### src/rtl/reduce_nway_pipe_if.sv
// reduce_nway_pipe_if: input/output valid-ready streams and result counter of the reduction unit
interface reduce_nway_pipe_if #(
    parameter int WIDTH   = 8,
    parameter int COUNT_W = 16
);
    logic               in_valid;
    logic               in_ready;
    logic [WIDTH-1:0]   in_data;
    logic [1:0]         in_op;
    logic               out_valid;
    logic               out_ready;
    logic               out_bit;
    logic [1:0]         out_op;
    logic [COUNT_W-1:0] res_count;

    modport master (
        output in_valid, in_data, in_op, out_ready,
        input  in_ready, out_valid, out_bit, out_op, res_count
    );

    modport slave (
        input  in_valid, in_data, in_op, out_ready,
        output in_ready, out_valid, out_bit, out_op, res_count
    );
endinterface

### src/rtl/reduce_nway_pipe.sv
// reduce_nway_pipe: pipelined WIDTH-input OR/AND/XOR/NOR reduction tree, one register per level
module reduce_nway_pipe #(
    parameter int WIDTH   = 8,
    parameter int COUNT_W = 16
) (
    input logic               clk,
    input logic               reset,
    reduce_nway_pipe_if.slave bus
);
    localparam int LEVELS = $clog2(WIDTH);
    localparam int NODES  = 2 * WIDTH - 1;

    // node packs the gated input vector (level 0) below all registered levels;
    // level k starts at 2*WIDTH - (2*WIDTH >> k) and is WIDTH >> k bits wide
    logic                   advance;
    logic [NODES-1:0]       node;
    logic [WIDTH-2:0]       comb_tree, tree_d, tree_q;
    logic [LEVELS:0][1:0]   op_n;
    logic [LEVELS-1:0][1:0] op_d, op_q;
    logic [LEVELS:0]        valid_n;
    logic [LEVELS-1:0]      valid_d, valid_q;
    logic [COUNT_W-1:0]     count_d, count_q;

    assign advance = !valid_q[LEVELS-1] || bus.out_ready;
    assign node    = {tree_q, bus.in_valid ? bus.in_data : {WIDTH{1'b0}}};
    assign op_n    = {op_q, bus.in_valid ? bus.in_op : 2'b00};
    assign valid_n = {valid_q, bus.in_valid};

    for (genvar k = 0; k < LEVELS; k++) begin : g_lvl
        for (genvar i = 0; i < (WIDTH >> (k + 1)); i++) begin : g_bit
            localparam int SRC = 2 * WIDTH - ((2 * WIDTH) >> k) + 2 * i;
            localparam int DST = WIDTH - ((2 * WIDTH) >> (k + 1)) + i;
            logic f;
            assign f = op_n[k] == 2'b01 ? node[SRC] & node[SRC+1] :
                       op_n[k] == 2'b10 ? node[SRC] ^ node[SRC+1] :
                                          node[SRC] | node[SRC+1];
            assign comb_tree[DST] = (k == LEVELS - 1 && op_n[k] == 2'b11) ? ~f : f;
        end
    end

    assign bus.in_ready  = advance && !reset;
    assign bus.out_valid = valid_q[LEVELS-1];
    assign bus.out_bit   = tree_q[WIDTH-2];
    assign bus.out_op    = op_q[LEVELS-1];
    assign bus.res_count = count_q;

    // whole pipeline shifts one level on advance, otherwise every level holds
    always_comb begin
        tree_d  = advance ? comb_tree : tree_q;
        op_d    = advance ? op_n[LEVELS-1:0] : op_q;
        valid_d = advance ? valid_n[LEVELS-1:0] : valid_q;
        count_d = count_q + COUNT_W'(valid_q[LEVELS-1] && bus.out_ready);
    end

    // pipeline and counter registers, cleared asynchronously
    always_ff @(posedge clk or posedge reset) begin
        if (reset) begin
            tree_q  <= '0;
            op_q    <= '0;
            valid_q <= '0;
            count_q <= '0;
        end else begin
            tree_q  <= tree_d;
            op_q    <= op_d;
            valid_q <= valid_d;
            count_q <= count_d;
        end
    end
endmodule
### src/flat_wrapper.sv
// flat-port wrapper written by rule: the top's interface ports become plain ports
module reduce_nway_pipe_flat 
#(
    parameter int WIDTH   = 8,
    parameter int COUNT_W = 16
)
  (clk, reset, bus_in_valid, bus_in_data, bus_in_op, bus_out_ready, bus_in_ready, bus_out_valid, bus_out_bit, bus_out_op, bus_res_count);
  reduce_nway_pipe_if #(.WIDTH(WIDTH), .COUNT_W(COUNT_W)) bus_i ();
  input logic clk;
  input logic reset;
  input wire logic [$bits(bus_i.in_valid)-1:0] bus_in_valid;
  input wire logic [$bits(bus_i.in_data)-1:0] bus_in_data;
  input wire logic [$bits(bus_i.in_op)-1:0] bus_in_op;
  input wire logic [$bits(bus_i.out_ready)-1:0] bus_out_ready;
  output wire logic [$bits(bus_i.in_ready)-1:0] bus_in_ready;
  output wire logic [$bits(bus_i.out_valid)-1:0] bus_out_valid;
  output wire logic [$bits(bus_i.out_bit)-1:0] bus_out_bit;
  output wire logic [$bits(bus_i.out_op)-1:0] bus_out_op;
  output wire logic [$bits(bus_i.res_count)-1:0] bus_res_count;
  assign bus_i.in_valid = bus_in_valid;
  assign bus_i.in_data = bus_in_data;
  assign bus_i.in_op = bus_in_op;
  assign bus_i.out_ready = bus_out_ready;
  assign bus_in_ready = bus_i.in_ready;
  assign bus_out_valid = bus_i.out_valid;
  assign bus_out_bit = bus_i.out_bit;
  assign bus_out_op = bus_i.out_op;
  assign bus_res_count = bus_i.res_count;
  reduce_nway_pipe #(.WIDTH(WIDTH), .COUNT_W(COUNT_W)) u_core (.clk(clk), .reset(reset), .bus(bus_i));
endmodule
### config.mk
export PLATFORM = sky130hd
export DESIGN_NAME = reduce_nway_pipe_flat
export DESIGN_NICKNAME = d
export VERILOG_FILES = /design/src/rtl/reduce_nway_pipe_if.sv /design/src/rtl/reduce_nway_pipe.sv /design/src/flat_wrapper.sv
export SDC_FILE = /design/constraint.sdc
export NUM_CORES = 1
export LEC_CHECK = 0
export ABC_AREA = 1
export BUFFER_PORTS_ARGS = -buffer_cell sky130_fd_sc_hd__buf_2
export CORE_AREA = 2 2 72 74
export CTS_BUF_LIST = sky130_fd_sc_hd__clkbuf_8
export DETAILED_ROUTE_END_ITERATION = 7
export DIE_AREA = 0 0 74 76
export GPL_TIMING_DRIVEN = 0
export HOLD_SLACK_MARGIN = 0.08
export PLACE_DENSITY = 0.59
export SLEW_MARGIN = 10
export SYNTH_ARGS = -nofsm -noshare
export SYNTH_HDL_FRONTEND = slang
export SYNTH_SLANG_ARGS = --single-unit
### constraint.sdc
create_clock -name clk -period 1.9 [get_ports clk]
set_clock_uncertainty 0.2 [all_clocks]
set_input_delay 0.19 -clock clk [delete_from_list [all_inputs] [get_ports clk]]
set_output_delay 0.19 -clock clk [all_outputs]
set_load 0.02 [all_outputs]
==> metrics <==
Post-Syn Area per Cell 7.739 um^2; Net Count, Synth 274; Pre-antenna DRT Iters 4; Max-Slew Margin vs Limit 56.17%; H-tree lvl count 2; diode count 0; initial antenna violation count 0; commonest non-fill, non-tap cells in the layout nand2_1, inv_1, buf_2; ANT nets after route 0; DIE WIDTH 74 um; leading cell type in the layout, fill and taps excluded nand2_1; hold depth 5; starting density of the core 38.28%; period utilization 93.52%; worst path required time 1.51 ns; clk_lat worst skew 0.28 ns; via-per-instance ratio 4.283; clock buffer depth 2; Max Fanout on Critical Path 8; footprint of the multi-input gates 884.6 um^2; register area share after synthesis 42.58%; fillers 505; Post-Route Setup TNS 0 ns; vias 1,542; Setup Crit Path Kind reg2out; gr ovfl total 0; remaining design rule violation count 0; Critical R2R Capture u_core.bus.res_count[14]; Iter 0 DRT Violations 51; Die H 76 um; hold_sp bus_in_op[0]; final critical-path required period 1.777 ns; Worst Max-Slew Pin Slew 0.6565 ns; root buf cell clkbuf_8; Worst R2R Start u_core.valid_q[2]; Worst Reg2Reg Path Length in Cells 9; drt wl/cell 9.489 um; Arr. time, crit path 1.39 ns; Area Growth Syn to Fin 22.89%; number of global-route vias before repair 1,424; fin util 47.05%; Port Buffers 33; status complete, no violations; Core ar. 0.004912 mm^2; Synth Instances 243; Peak VDD IR 462.7 uV; Unique masters post-synth 17; clock transition at the registers of the reported paths 0.07 ns; P_leak 1.279 nW; share of layout cells above drive strength 1 18.62%; Max Fclk 0.5628 GHz; largest net degree at the start of global routing 33; synth warn 0; nets 320; CTS tree yes; Hold Path Class in2reg; #FFs+latches synth 32; max_cap viols 0; DPL Wire Length 2.554 mm; TritonCTS buffer count 5; final WL 3.416 mm; final hold viol count 0; first-pass GRT wire length 5.830 mm; hold endpoint u_core.tree_q[3]; Final Max Slew Viols 0; Mapped Area 0.001881 mm^2; endpoint class of the critical path output port; clock sink count 32; die area 0.005624 mm^2; gr usage total 12.97%; GPL Wtd Cong 0.7989; Ports 35; unrepaired setup endpoints after global routing false; register area 800.8 um^2; R2R setup slack 0.18 ns; Pwr Density 1059 mW/mm^2; CP Launch Type flip-flop; final setup fails 0; Row Count 26
[registers in the layout (all words and copies together), names as in the netlist]
name                  count
u_core.bus.res_count     16
u_core.bus.out_op         2
u_core.tree_q             7
u_core.op_n               4
u_core.valid_q            3
[routing by layer]
metal	vias up	global-route usage [%]	share of wire, %
met5	-	0	0
met4	0	5.091	0.85
met3	3	3.439	4.3
met2	36	19.91	45
met1	671	17.24	50
li1	832	-	-
[repair_timing]
item,in CTS,in global routing
hold endpoints to repair,34,0
gates resized for setup,0,3
endpoints found under the setup margin,0,3
buffers inserted,0,2
hold buffers,4,0
[synthesized netlist by cell type, drive strengths merged]
library cell | count | share of area (%)
o21ai | 10 | 2.7
xor2 | 6 | 2.8
ha | 17 | 11
nor2 | 31 | 6.2
a21oi | 5 | 1.3
or2 | 1 | 0.33
nand3 | 15 | 4.0
dfrtp | 32 | 43
nand4 | 6 | 2.0
nand2 | 68 | 14
buf | 6 | 2.5
inv | 40 | 8.0
xnor2 | 5 | 2.3
clkbuf | 1 | 0.27
[power by group]
group          total, W  internal (W)  switching [W]
sequential      0.00101      0.000857       0.000152
combinational  0.000791      0.000329       0.000462
clock          0.000649      0.000388       0.000262
total           0.00245       0.00157       0.000875
[worst max path at each step]
stage	start	slack (ns)	end	cells past startpoint
after floorplan	u_core.valid_q[2]	0.12	u_core.bus.res_count[10]	9
after global placement	u_core.valid_q[2]	0.08	u_core.bus.res_count[10]	9
after detailed placement	u_core.valid_q[2]	0.1	u_core.bus.res_count[10]	9
after CTS	u_core.valid_q[2]	0.03	bus_in_ready	6
after global routing	u_core.valid_q[2]	0.0002	u_core.bus.res_count[10]	9
final	u_core.valid_q[2]	0.12	bus_in_ready	6
[layout make-up]
class / count / area share [%]
Multi-Input combinational cell: 164 / 38.28
Sequential cell: 32 / 34.65
Timing Repair Buffer: 39 / 9.529
Inverter: 40 / 6.659
Tap cell: 70 / 3.790
Clock buffer: 5 / 2.978
Buffer: 7 / 2.274
Clock inverter: 3 / 1.841
[cells by family (layout without fill, tap and decap cells)]
logic type	Yosys count	after routing	synth area share, %
XOR/XNOR	11	11	5.123
AND/OR/NAND/NOR	121	121	26.21
adder cells (fa/ha/maj)	17	17	11.31
AO/OA/AOI/OAI	15	15	3.992
buffers and inverters	47	94	10.78
flip-flops	32	32	42.58
[critical path, cell delays in order (launching register included)]
cell,delay [ns]
dfrtp_1,0.40
inv_1,0.05
or2_1,0.10
buf_6,0.12
clkinvlp_4,0.15
nor2_1,0.11
buf_2,0.17
[per-stage QoR]
stage          instance area (um^2)  worst slack (ns)  std cells  total power (W)  hold WS [ns]
3_3_place_gp                   2133           0.08045        346         0.001753        0.2481
4_1_cts                        2285           0.03109        358         0.002458        0.1059
2_1_floorplan                  1881            0.1231        243         0.001547        0.1062
5_1_grt                        2311         0.0002474        360         0.002649        0.1606
6_report                       2311            0.1231        360         0.002448        0.1199
3_5_place_dp                   2133           0.09662        346         0.001774        0.2365
No activity file was read; power rests on OpenSTA's default activity.
